[src/rtl/mips_ctrl_pkg.sv]
// mips_ctrl_pkg: shared state, opcode, ALU function, size and fault encodings for the MIPS control sequencer.
package mips_ctrl_pkg;
   typedef enum logic [2:0] {ST_FETCH, ST_EXEC, ST_MEM, ST_WB, ST_HALT} state_e;
   typedef enum logic [2:0] {CL_R, CL_IMM, CL_LOAD, CL_STORE, CL_BRANCH, CL_JUMP} cls_e;
   localparam logic [5:0] OP_R     = 6'h00;
   localparam logic [5:0] OP_J     = 6'h02;
   localparam logic [5:0] OP_BEQ   = 6'h04;
   localparam logic [5:0] OP_BNE   = 6'h05;
   localparam logic [5:0] OP_ADDI  = 6'h08;
   localparam logic [5:0] OP_ADDIU = 6'h09;
   localparam logic [5:0] OP_SLTI  = 6'h0A;
   localparam logic [5:0] OP_ANDI  = 6'h0C;
   localparam logic [5:0] OP_ORI   = 6'h0D;
   localparam logic [5:0] OP_XORI  = 6'h0E;
   localparam logic [5:0] OP_LUI   = 6'h0F;
   localparam logic [5:0] OP_LB    = 6'h20;
   localparam logic [5:0] OP_LH    = 6'h21;
   localparam logic [5:0] OP_LW    = 6'h23;
   localparam logic [5:0] OP_SB    = 6'h28;
   localparam logic [5:0] OP_SH    = 6'h29;
   localparam logic [5:0] OP_SW    = 6'h2B;
   localparam logic [5:0] ALU_ADD  = 6'h20;
   localparam logic [5:0] ALU_ADDU = 6'h21;
   localparam logic [5:0] ALU_AND  = 6'h24;
   localparam logic [5:0] ALU_OR   = 6'h25;
   localparam logic [5:0] ALU_XOR  = 6'h26;
   localparam logic [5:0] ALU_SLT  = 6'h2A;
   localparam logic [5:0] ALU_BEQ  = 6'h3C;
   localparam logic [5:0] ALU_BNE  = 6'h3D;
   localparam logic [5:0] ALU_J    = 6'h3E;
   localparam logic [5:0] ALU_LUI  = 6'h3F;
   localparam logic [1:0] SZ_BYTE  = 2'b00;
   localparam logic [1:0] SZ_HALF  = 2'b01;
   localparam logic [1:0] SZ_WORD  = 2'b10;
   localparam logic [1:0] FAULT_NONE    = 2'b00;
   localparam logic [1:0] FAULT_ILLEGAL = 2'b01;
   localparam logic [1:0] FAULT_TIMEOUT = 2'b10;
   typedef struct packed {
      cls_e       cls;
      logic [5:0] alu_func;
      logic [1:0] size;
      logic       dest_rd;
      logic       b_imm;
      logic       wb_mem;
      logic       illegal;
   } dec_t;
endpackage

[src/rtl/mips_decode.sv]
// mips_decode: combinational opcode/func decoder producing instruction class, ALU function, size and selects.
module mips_decode
   import mips_ctrl_pkg::*;
(
   input  logic [5:0] opcode_i,
   input  logic [5:0] func_i,
   output dec_t       dec_o
);
   always_comb begin
      dec_o = '{cls: CL_IMM, alu_func: func_i, size: SZ_WORD, dest_rd: 1'b0, b_imm: 1'b1, wb_mem: 1'b0, illegal: 1'b0};
      case (opcode_i)
         OP_R:     begin dec_o.cls = CL_R; dec_o.dest_rd = 1'b1; dec_o.b_imm = 1'b0; end
         OP_ADDI:  dec_o.alu_func = ALU_ADD;
         OP_ADDIU: dec_o.alu_func = ALU_ADDU;
         OP_SLTI:  dec_o.alu_func = ALU_SLT;
         OP_ANDI:  dec_o.alu_func = ALU_AND;
         OP_ORI:   dec_o.alu_func = ALU_OR;
         OP_XORI:  dec_o.alu_func = ALU_XOR;
         OP_LUI:   dec_o.alu_func = ALU_LUI;
         OP_LW:    begin dec_o.cls = CL_LOAD; dec_o.alu_func = ALU_ADDU; dec_o.wb_mem = 1'b1; end
         OP_LH:    begin dec_o.cls = CL_LOAD; dec_o.alu_func = ALU_ADDU; dec_o.wb_mem = 1'b1; dec_o.size = SZ_HALF; end
         OP_LB:    begin dec_o.cls = CL_LOAD; dec_o.alu_func = ALU_ADDU; dec_o.wb_mem = 1'b1; dec_o.size = SZ_BYTE; end
         OP_SW:    begin dec_o.cls = CL_STORE; dec_o.alu_func = ALU_ADDU; end
         OP_SH:    begin dec_o.cls = CL_STORE; dec_o.alu_func = ALU_ADDU; dec_o.size = SZ_HALF; end
         OP_SB:    begin dec_o.cls = CL_STORE; dec_o.alu_func = ALU_ADDU; dec_o.size = SZ_BYTE; end
         OP_BEQ:   begin dec_o.cls = CL_BRANCH; dec_o.alu_func = ALU_BEQ; dec_o.b_imm = 1'b0; end
         OP_BNE:   begin dec_o.cls = CL_BRANCH; dec_o.alu_func = ALU_BNE; dec_o.b_imm = 1'b0; end
         OP_J:     begin dec_o.cls = CL_JUMP; dec_o.alu_func = ALU_J; dec_o.b_imm = 1'b0; end
         default:  dec_o.illegal = 1'b1;
      endcase
   end
endmodule

[src/rtl/mips_control_fsm.sv]
// mips_control_fsm: multi-cycle FETCH/EXEC/MEM/WB sequencer driving the datapath controls.
module mips_control_fsm
   import mips_ctrl_pkg::*;
#(
   parameter int unsigned MEM_TIMEOUT = 255
) (
   input  logic       clock,
   input  logic       reset,
   input  logic       run_in,
   input  logic [5:0] inst_mem_opcode_in,
   input  logic [5:0] inst_mem_func_in,
   input  logic       alu_branch_in,
   input  logic       alu_jump_in,
   input  logic       mem_ready_in,
   output logic       pc_en_out,
   output logic       inst_mux_sel_out,
   output logic       regfile_we_out,
   output logic       alu_mux_sel_out,
   output logic       data_mem_mux_sel_out,
   output logic [5:0] alu_func_out,
   output logic       data_mem_re_out,
   output logic       data_mem_we_out,
   output logic [1:0] data_mem_size_out,
   output logic       branch_taken_out,
   output logic       halted_out,
   output logic [1:0] fault_out
);
   localparam int CW = $clog2(MEM_TIMEOUT + 1);
   state_e        state_q;
   logic [5:0]    op_q, func_q;
   logic [CW-1:0] cnt_q;
   logic [1:0]    fault_q;
   dec_t          dec;
   // In FETCH the decoder looks at the live ROM word so an illegal opcode is caught before latching.
   mips_decode u_decode (
      .opcode_i (state_q == ST_FETCH ? inst_mem_opcode_in : op_q),
      .func_i   (state_q == ST_FETCH ? inst_mem_func_in : func_q),
      .dec_o    (dec)
   );
   wire is_ctl   = dec.cls == CL_BRANCH || dec.cls == CL_JUMP;
   wire is_load  = dec.cls == CL_LOAD;
   wire is_store = dec.cls == CL_STORE;
   always_ff @(posedge clock) begin
      if (reset) begin
         state_q <= ST_FETCH;
         op_q    <= '0;
         func_q  <= '0;
         cnt_q   <= '0;
         fault_q <= FAULT_NONE;
      end else begin
         case (state_q)
            ST_FETCH: if (run_in) begin
               op_q    <= inst_mem_opcode_in;
               func_q  <= inst_mem_func_in;
               state_q <= dec.illegal ? ST_HALT : ST_EXEC;
               fault_q <= dec.illegal ? FAULT_ILLEGAL : FAULT_NONE;
            end
            ST_EXEC: begin
               cnt_q   <= '0;
               state_q <= is_ctl ? ST_FETCH : (is_load || is_store) ? ST_MEM : ST_WB;
            end
            ST_MEM: if (mem_ready_in) begin
               state_q <= is_load ? ST_WB : ST_FETCH;
            end else begin
               cnt_q <= cnt_q + 1'b1;
               if (cnt_q == CW'(MEM_TIMEOUT - 1)) begin
                  state_q <= ST_HALT;
                  fault_q <= FAULT_TIMEOUT;
               end
            end
            ST_WB:   state_q <= ST_FETCH;
            default: state_q <= ST_HALT;
         endcase
      end
   end
   // Reset gates every output combinationally so a reset mid-MEM/WB never leaks a strobe.
   wire act     = !reset;
   wire in_exec = act && state_q == ST_EXEC;
   wire in_mem  = act && state_q == ST_MEM;
   wire in_wb   = act && state_q == ST_WB;
   wire busy    = in_exec || in_mem || in_wb;
   assign pc_en_out            = (in_exec && is_ctl) || (in_mem && is_store && mem_ready_in) || in_wb;
   assign branch_taken_out     = in_exec && is_ctl && (alu_branch_in || alu_jump_in);
   assign regfile_we_out       = in_wb;
   assign data_mem_re_out      = in_mem && is_load;
   assign data_mem_we_out      = in_mem && is_store;
   assign inst_mux_sel_out     = busy && dec.dest_rd;
   assign alu_mux_sel_out      = busy && dec.wb_mem;
   assign data_mem_mux_sel_out = busy && dec.b_imm;
   assign alu_func_out         = busy ? dec.alu_func : 6'h00;
   assign data_mem_size_out    = busy ? dec.size : 2'b00;
   assign halted_out           = act && state_q == ST_HALT;
   assign fault_out            = act ? fault_q : FAULT_NONE;
endmodule

[config.mk]
export PLATFORM = sky130hd
export DESIGN_NAME = mips_control_fsm
export DESIGN_NICKNAME = d
export VERILOG_FILES = /design/src/rtl/mips_ctrl_pkg.sv /design/src/rtl/mips_decode.sv /design/src/rtl/mips_control_fsm.sv
export SDC_FILE = /design/constraint.sdc
export NUM_CORES = 1
export LEC_CHECK = 0
export CORE_MARGIN = 2
export CORE_UTILIZATION = 57
export CTS_CLUSTER_SIZE = 14
export DETAILED_ROUTE_END_ITERATION = 7
export PLACE_DENSITY = 0.87
export SLEW_MARGIN = 5
export SYNTH_ARGS = -nofsm -noshare
export SYNTH_HDL_FRONTEND = slang
export SYNTH_SLANG_ARGS = --single-unit
[constraint.sdc]
create_clock -name clock -period 4 [get_ports clock]
set_input_delay 0.6 -clock clock [delete_from_list [all_inputs] [get_ports clock]]
set_output_delay 0.6 -clock clock [all_outputs]
set_load 0.1 [all_outputs]
# Word level (Yosys, flattened, before mapping)
# Index checks and enable logic that the tools add are counted.
[word_totals]
regBits = 25
inputBits = 18
output_inout_bits = 19
elab_cells = 97
[op_classes]
addsub = 1
eq_ne = 29
mux = 26
reduce_logical = 36
[op_table]
columns = ["cell", "n"]
rows = [
  ["$pmux W6 S10", 1],
  ["$eq A6 B4 Y1 const B", 7],
  ["$eq A6 B6 Y1 const B", 6],
  ["$mux W6", 3],
  ["$reduce_or A17 Y1", 1],
  ["$pmux W8 S2", 1],
  ["$pmux W3 S5", 1],
  ["$mux W2", 7],
  ["$eq A3 B2 Y1 const B", 4],
  ["$eq A6 B3 Y1 const B", 2],
  ["$logic_and A1 B1 Y1", 12],
  ["$mux W3", 4],
  ["$pmux W3 S4", 1],
  ["$eq A3 B3 Y1 const B", 3],
  ["$add A8 B1 Y8 const B", 1],
  ["$eq A8 B8 Y1 const B", 1],
  ["$mux W8", 1],
  ["$pmux W2 S2", 2],
  ["$logic_or A1 B1 Y1", 7],
  ["$reduce_or A7 Y1", 1],
  ["$eq A6 B2 Y1 const B", 1],
  ["$logic_not A6 Y1", 1],
  ["$ne A2 B2 Y1 const B", 3],
  ["$reduce_and A2 Y1", 3],
  ["other kinds (10)", 18],
]

# Logic depth before layout (Yosys ltp)
[depth]
depth_word = 10
ltp_mapped = 11
depth_no_buf = 9

# Cells and area by module
# From an unflattened synthesis, not the netlist that was laid out.
[unflattened]
cells_unflattened = 242
area_unflattened_um2 = 1849.3
[by_module_without_submodules]
columns = ["mod", "instances", "cells_per_inst", "area_per_inst_um2", "seq_area_each_um2"]
rows = [
  ["mips_control_fsm", 1, 184, 1511.4, 500.5],
  ["mips_decode", 1, 58, 337.8, 0.0],
]

# Worst setup path before layout
# Ideal clock, no wire load.
[synth_timing]
path_type = "reg2out"
startpoint = "register state_q[0]"
endpoint = "output pc_en_out"
arrival_ns = 4.343
required_ns = 3.400
slack_ns = -0.943
stages_incl_launch_ff = 10
path_buffers = 1
cell_sequence = "dfxtp_1 buf_6 nor3_4 mux2i_1 nor3b_2 inv_1 ha_1 inv_1 o211ai_1 o311ai_1"
[synth_between]
elab_chain_len = 10
word_cells_on_any_way = 31
classes_between = "eq/ne: 15; mux: 2; reduce/logical: 14"
[synth_rtl]
columns = ["item", "line_no", "text"]
rows = [
  ["from (decl)", "mips_control_fsm.sv:29", "state_e state_q;"],
  ["from (signal assigned)", "mips_control_fsm.sv:55", "state_q <= dec.illegal ? ST_HALT : ST_EXEC;"],
  ["from (signal assigned)", "mips_control_fsm.sv:60", "state_q <= is_ctl ? ST_FETCH : (is_load || is_store) ? ST_MEM : ST_WB;"],
  ["from (signal assigned)", "mips_control_fsm.sv:63", "state_q <= is_load ? ST_WB : ST_FETCH;"],
  ["$logic_not A3 Y1", "mips_control_fsm.sv:36", ".opcode_i (state_q == ST_FETCH ? inst_mem_opcode_in : op_q),"],
  ["$mux W6", "mips_control_fsm.sv:36", ""],
  ["$eq A6 B6 Y1 / $eq A6 B3 Y1 (equally long branches)", "mips_decode.sv:11", "case (opcode_i)"],
  ["$reduce_or A3 Y1 (no line) / $reduce_or A2 Y1 (equally long branches)", "--", ""],
  ["$pmux W3 S5", "mips_decode.sv:11", ""],
  ["$eq A3 B3 Y1 / $eq A3 B2 Y1 (equally long branches)", "mips_control_fsm.sv:40, mips_control_fsm.sv:42", ""],
  ["$logic_or A1 B1 Y1 / $logic_and A1 B1 Y1 (equally long branches)", "mips_control_fsm.sv:40, mips_control_fsm.sv:82", ""],
  ["$logic_and A1 B1 Y1", "mips_control_fsm.sv:82", "assign pc_en_out = (in_exec && is_ctl) || (in_mem && is_store && mem_ready_in) || in_wb;"],
  ["$logic_or A1 B1 Y1", "mips_control_fsm.sv:82", ""],
  ["$logic_or A1 B1 Y1 *", "mips_control_fsm.sv:82", ""],
  ["to (decl)", "mips_control_fsm.sv:15", "output logic pc_en_out,"],
]
# Every way passes the cells marked *; elsewhere a longest branch is shown, timed or not.

# Final worst setup path
# Same ends and word-level chain as after synthesis.

==> impl_metrics.json <==
{
  "syn2layout_area_growth_pct": 28.7,
  "dr_wl_met2_um": 2620,
  "critPathRequiredTime_ps": 3400,
  "synth.ff_latch_count": 25,
  "synth_xor_area_share_pct": 2.63,
  "grt.total_usage_pct": 29.5,
  "place.gp.congestion": 1.01,
  "cts_tree": "yes",
  "seq_area_frac_synth_pct": 25.1,
  "synth_nets": 292,
  "synth_mux_area_share_pct": 6.71,
  "synth_edf_count": 0,
  "synth_cell_types": 54,
  "rsz0062_at_grt": "no",
  "cts_resized": 0,
  "route.met3.wl_um": 475,
  "worst-setup-path-type": "reg -> out",
  "syn-instance-count": 270,
  "slew_viol_final": 0,
  "power.internal_uw": 707,
  "grt_pass1_vias": 1975,
  "die_area_mm2": 0.00399,
  "critPathLaunchType": "register",
  "drive_gt1_share_pct": 18.5,
  "worstReg2RegEnd": "state_q[0]",
  "chipWidth_um": 63.2,
  "final_util_pct": 76.9,
  "ioPinCount": 37,
  "fmax_mhz": 265,
  "num_vias": 2117,
  "grt_max_degree": 25,
  "tightest_slew_ps": 776,
  "placed_area_mm2": 0.00254,
  "period_share_pct": 94.3,
  "avgSynthCellArea_um2": 7.39,
  "path_cells": "or3_4 -> mux2i_1 -> mux2i_1 -> nor3b_2 -> inv_1 -> ha_1 -> inv_1 -> o211ai_1 -> o311ai_2 -> buf_12",
  "grt_pass1_wl_um": 9500,
  "clk_pin_slew_ps": 140,
  "pwr-share-clk_pct": 7.7,
  "yosys.area.top_type_share_pct": 25.1,
  "start_util_pct": 59.8,
  "clock_latency_ps": 330,
  "max-vdd-ir-drop_v": 0.000394,
  "met1_length_um": 2430,
  "stdcell_area_mm2": 0.00257,
  "cts_root_buf": "clkbuf_4",
  "port_buffers": 36,
  "p_total_uw": 1530,
  "slew_headroom_pct": 48.2,
  "seq_power_share_pct": 23.2,
  "end_kind": "output port",
  "nets": 321,
  "rows": 21,
  "numCtsBuffers": 3,
  "power_switching_share_pct": 53.9,
  "dr.max_layer_used": "met4",
  "synthTopCellsByArea": "dfxtp_1 25%, nand2_1 7.1%, a21oi_1 6.5%",
  "crit_path_start": "state_q[0]",
  "route.detailed.drc": 0,
  "critPathArrivalTime_ps": 3170,
  "overflow": 0,
  "dr.pass1.iters": 5,
  "reg2reg_slack_ps": 1380,
  "final_common_cell": "nand2_1",
  "synth_compound_area_share_pct": 21.9,
  "final_cell_mix": "38 x nand2_1, 31 x nor2_1, 26 x a21oi_1",
  "wl_um": 5610,
  "drt_iter0_drc": 150,
  "p_per_area_mw_per_mm2": 598,
  "leakagePower_uw": 0.000979,
  "routedWlPerCell_um": 16.3,
  "synth-main-ff-cell": "dfxtp_1",
  "synthArstFlopShare_pct": 0,
  "cts_buffer_depth": 2,
  "synth_adder_area_share_pct": 2.51,
  "fin_skew_ps": 2.57,
  "cts_hold_buf": 0,
  "n_fill_cell": 243,
  "outcome": "completed",
  "critPathMaxFanout": 17,
  "chipHeight_um": 63.2,
  "syn-cell-area_mm2": 0.00200,
  "crit_end": "pc_en_out",
  "switching_power_uw": 827,
  "cts_setup_buffers": 0,
  "antenna_found_initial": 0,
  "r2r_cells": 9,
  "antenna_cells": 0,
  "h-tree-depth": 1,
  "synth_top_family_by_area": "simple AND/OR/NAND/NOR gates",
  "vias_per_cell": 6.15,
  "hold_viol_final": 0,
  "finalCriticalPeriod_ps": 3770,
  "worst_path_max_delay_cell": "or3_4",
  "clock-sinks": 25,
  "setup_viol": 0,
  "hpwl_um": 4260,
  "combPwrFrac_pct": 69.1,
  "critPathMaxStageDelay_ps": 560,
  "cap_viol_max_count": 0,
  "r2r-start": "state_q[0]",
  "synth_largest_area_cell": "dfxtp_1",
  "detail-route-antenna-nets": 0,
  "synth_simple_gate_area_share_pct": 33.8,
  "hold_path.class": "reg -> reg",
  "synth.yosys.warnings": 0,
  "core_mm2": 0.00334
}
how the worst min path moves through the flow:
stage,startpoint,end,slack (ps),depth (start not counted)
floorplan,func_q[4],func_q[4],430,2
global placement,func_q[2],func_q[2],440,2
detailed placement,func_q[3],func_q[3],450,2
CTS,func_q[1],func_q[1],470,2
global route,func_q[4],func_q[4],500,2
finish,func_q[4],func_q[4],470,2
metal layers:
metal / vias to the layer above / global-route usage (%)
met1: 973 / 41.4
met3: 9 / 5.36
met2: 116 / 45.6
met4: 0 / 10.1
li1: 1019 / -
met5: - / 0
through the flow:
step	hold slack, ps	setup slack, ps	instances	TNS (ps)
after floorplan	433	-91.5	270	-111
after global placement	441	373	340	0
after detailed placement	447	227	340	0
after CTS	466	234	344	0
after global routing	500	17.7	344	0
final	466	229	344	0
cells by family (layout without fill, tap and decap cells):
kind of cell               after synthesis  count (layout)
DFF                                     25              25
AOI/OAI and AO/OA                       66              66
muxes                                   13              13
and+or+nand+nor                        126             126
xor gates and xnor gates                 6               6
buffers and inverters                   30              58
adders and majority gates                4               4
layout make-up:
type                       count  area (um^2)  share of cell area [%]
multi-input combinational    215         1380                    53.8
timing repair buffer          44          561                    21.8
sequential                    25          500                    19.5
tap                           46         57.6                    2.24
inverter                      10         37.5                    1.46
clock buffer                   3         22.5                   0.877
clock inverter                 1         7.51                   0.292
cells in the mapped netlist, types with 2 or more instances:
library cell and instances:
nor2_1 32, or4b_2 2, nor3_1 12, nand4_1 3, o211ai_1 5, a21boi_0 2
buf_2 3, and2_1 3, nand3_1 4, a31oi_1 3, buf_6 3, mux2i_1 10
mux2_2 3, a21oi_1 26, dfxtp_1 25, nor2b_1 6, nand2_1 38, nor3b_1 3
and4_1 2, buf_4 2, nand2b_1 4, o21ai_0 11, xor2_1 6, or3b_2 3
o21a_1 2, or4_1 3, inv_1 10, ha_1 4, nor3_4 2, a311oi_1 2
nor4b_1 2, clkbuf_1 12
power groups by stage:
| stage | Clock (uW) | Sequential [uW] | Combinational [uW] |
|---|---|---|---|
| floorplan | 0 | 310 | 869 |
| global placement | 0 | 357 | 1040 |
| detailed placement | 0 | 359 | 1040 |
| CTS | 119 | 353 | 1050 |
| global route | 125 | 364 | 1140 |
| finish | 119 | 356 | 1060 |
state kept, by name, indices dropped and copies added (netlist names):
name / flops
fault_q: 2
cnt_q: 8
state_q: 3
op_q: 6
func_q: 6
worst max-delay path: cells and delay by family (launching register included):
family          cells  cell delay [ps]
simple gates        2              870
compound gates      2              490
flops               1              440
mux                 2              440
buf+inv             3              390
fa+ha+maj           1              210
No activity file was read; power rests on OpenSTA's default activity.
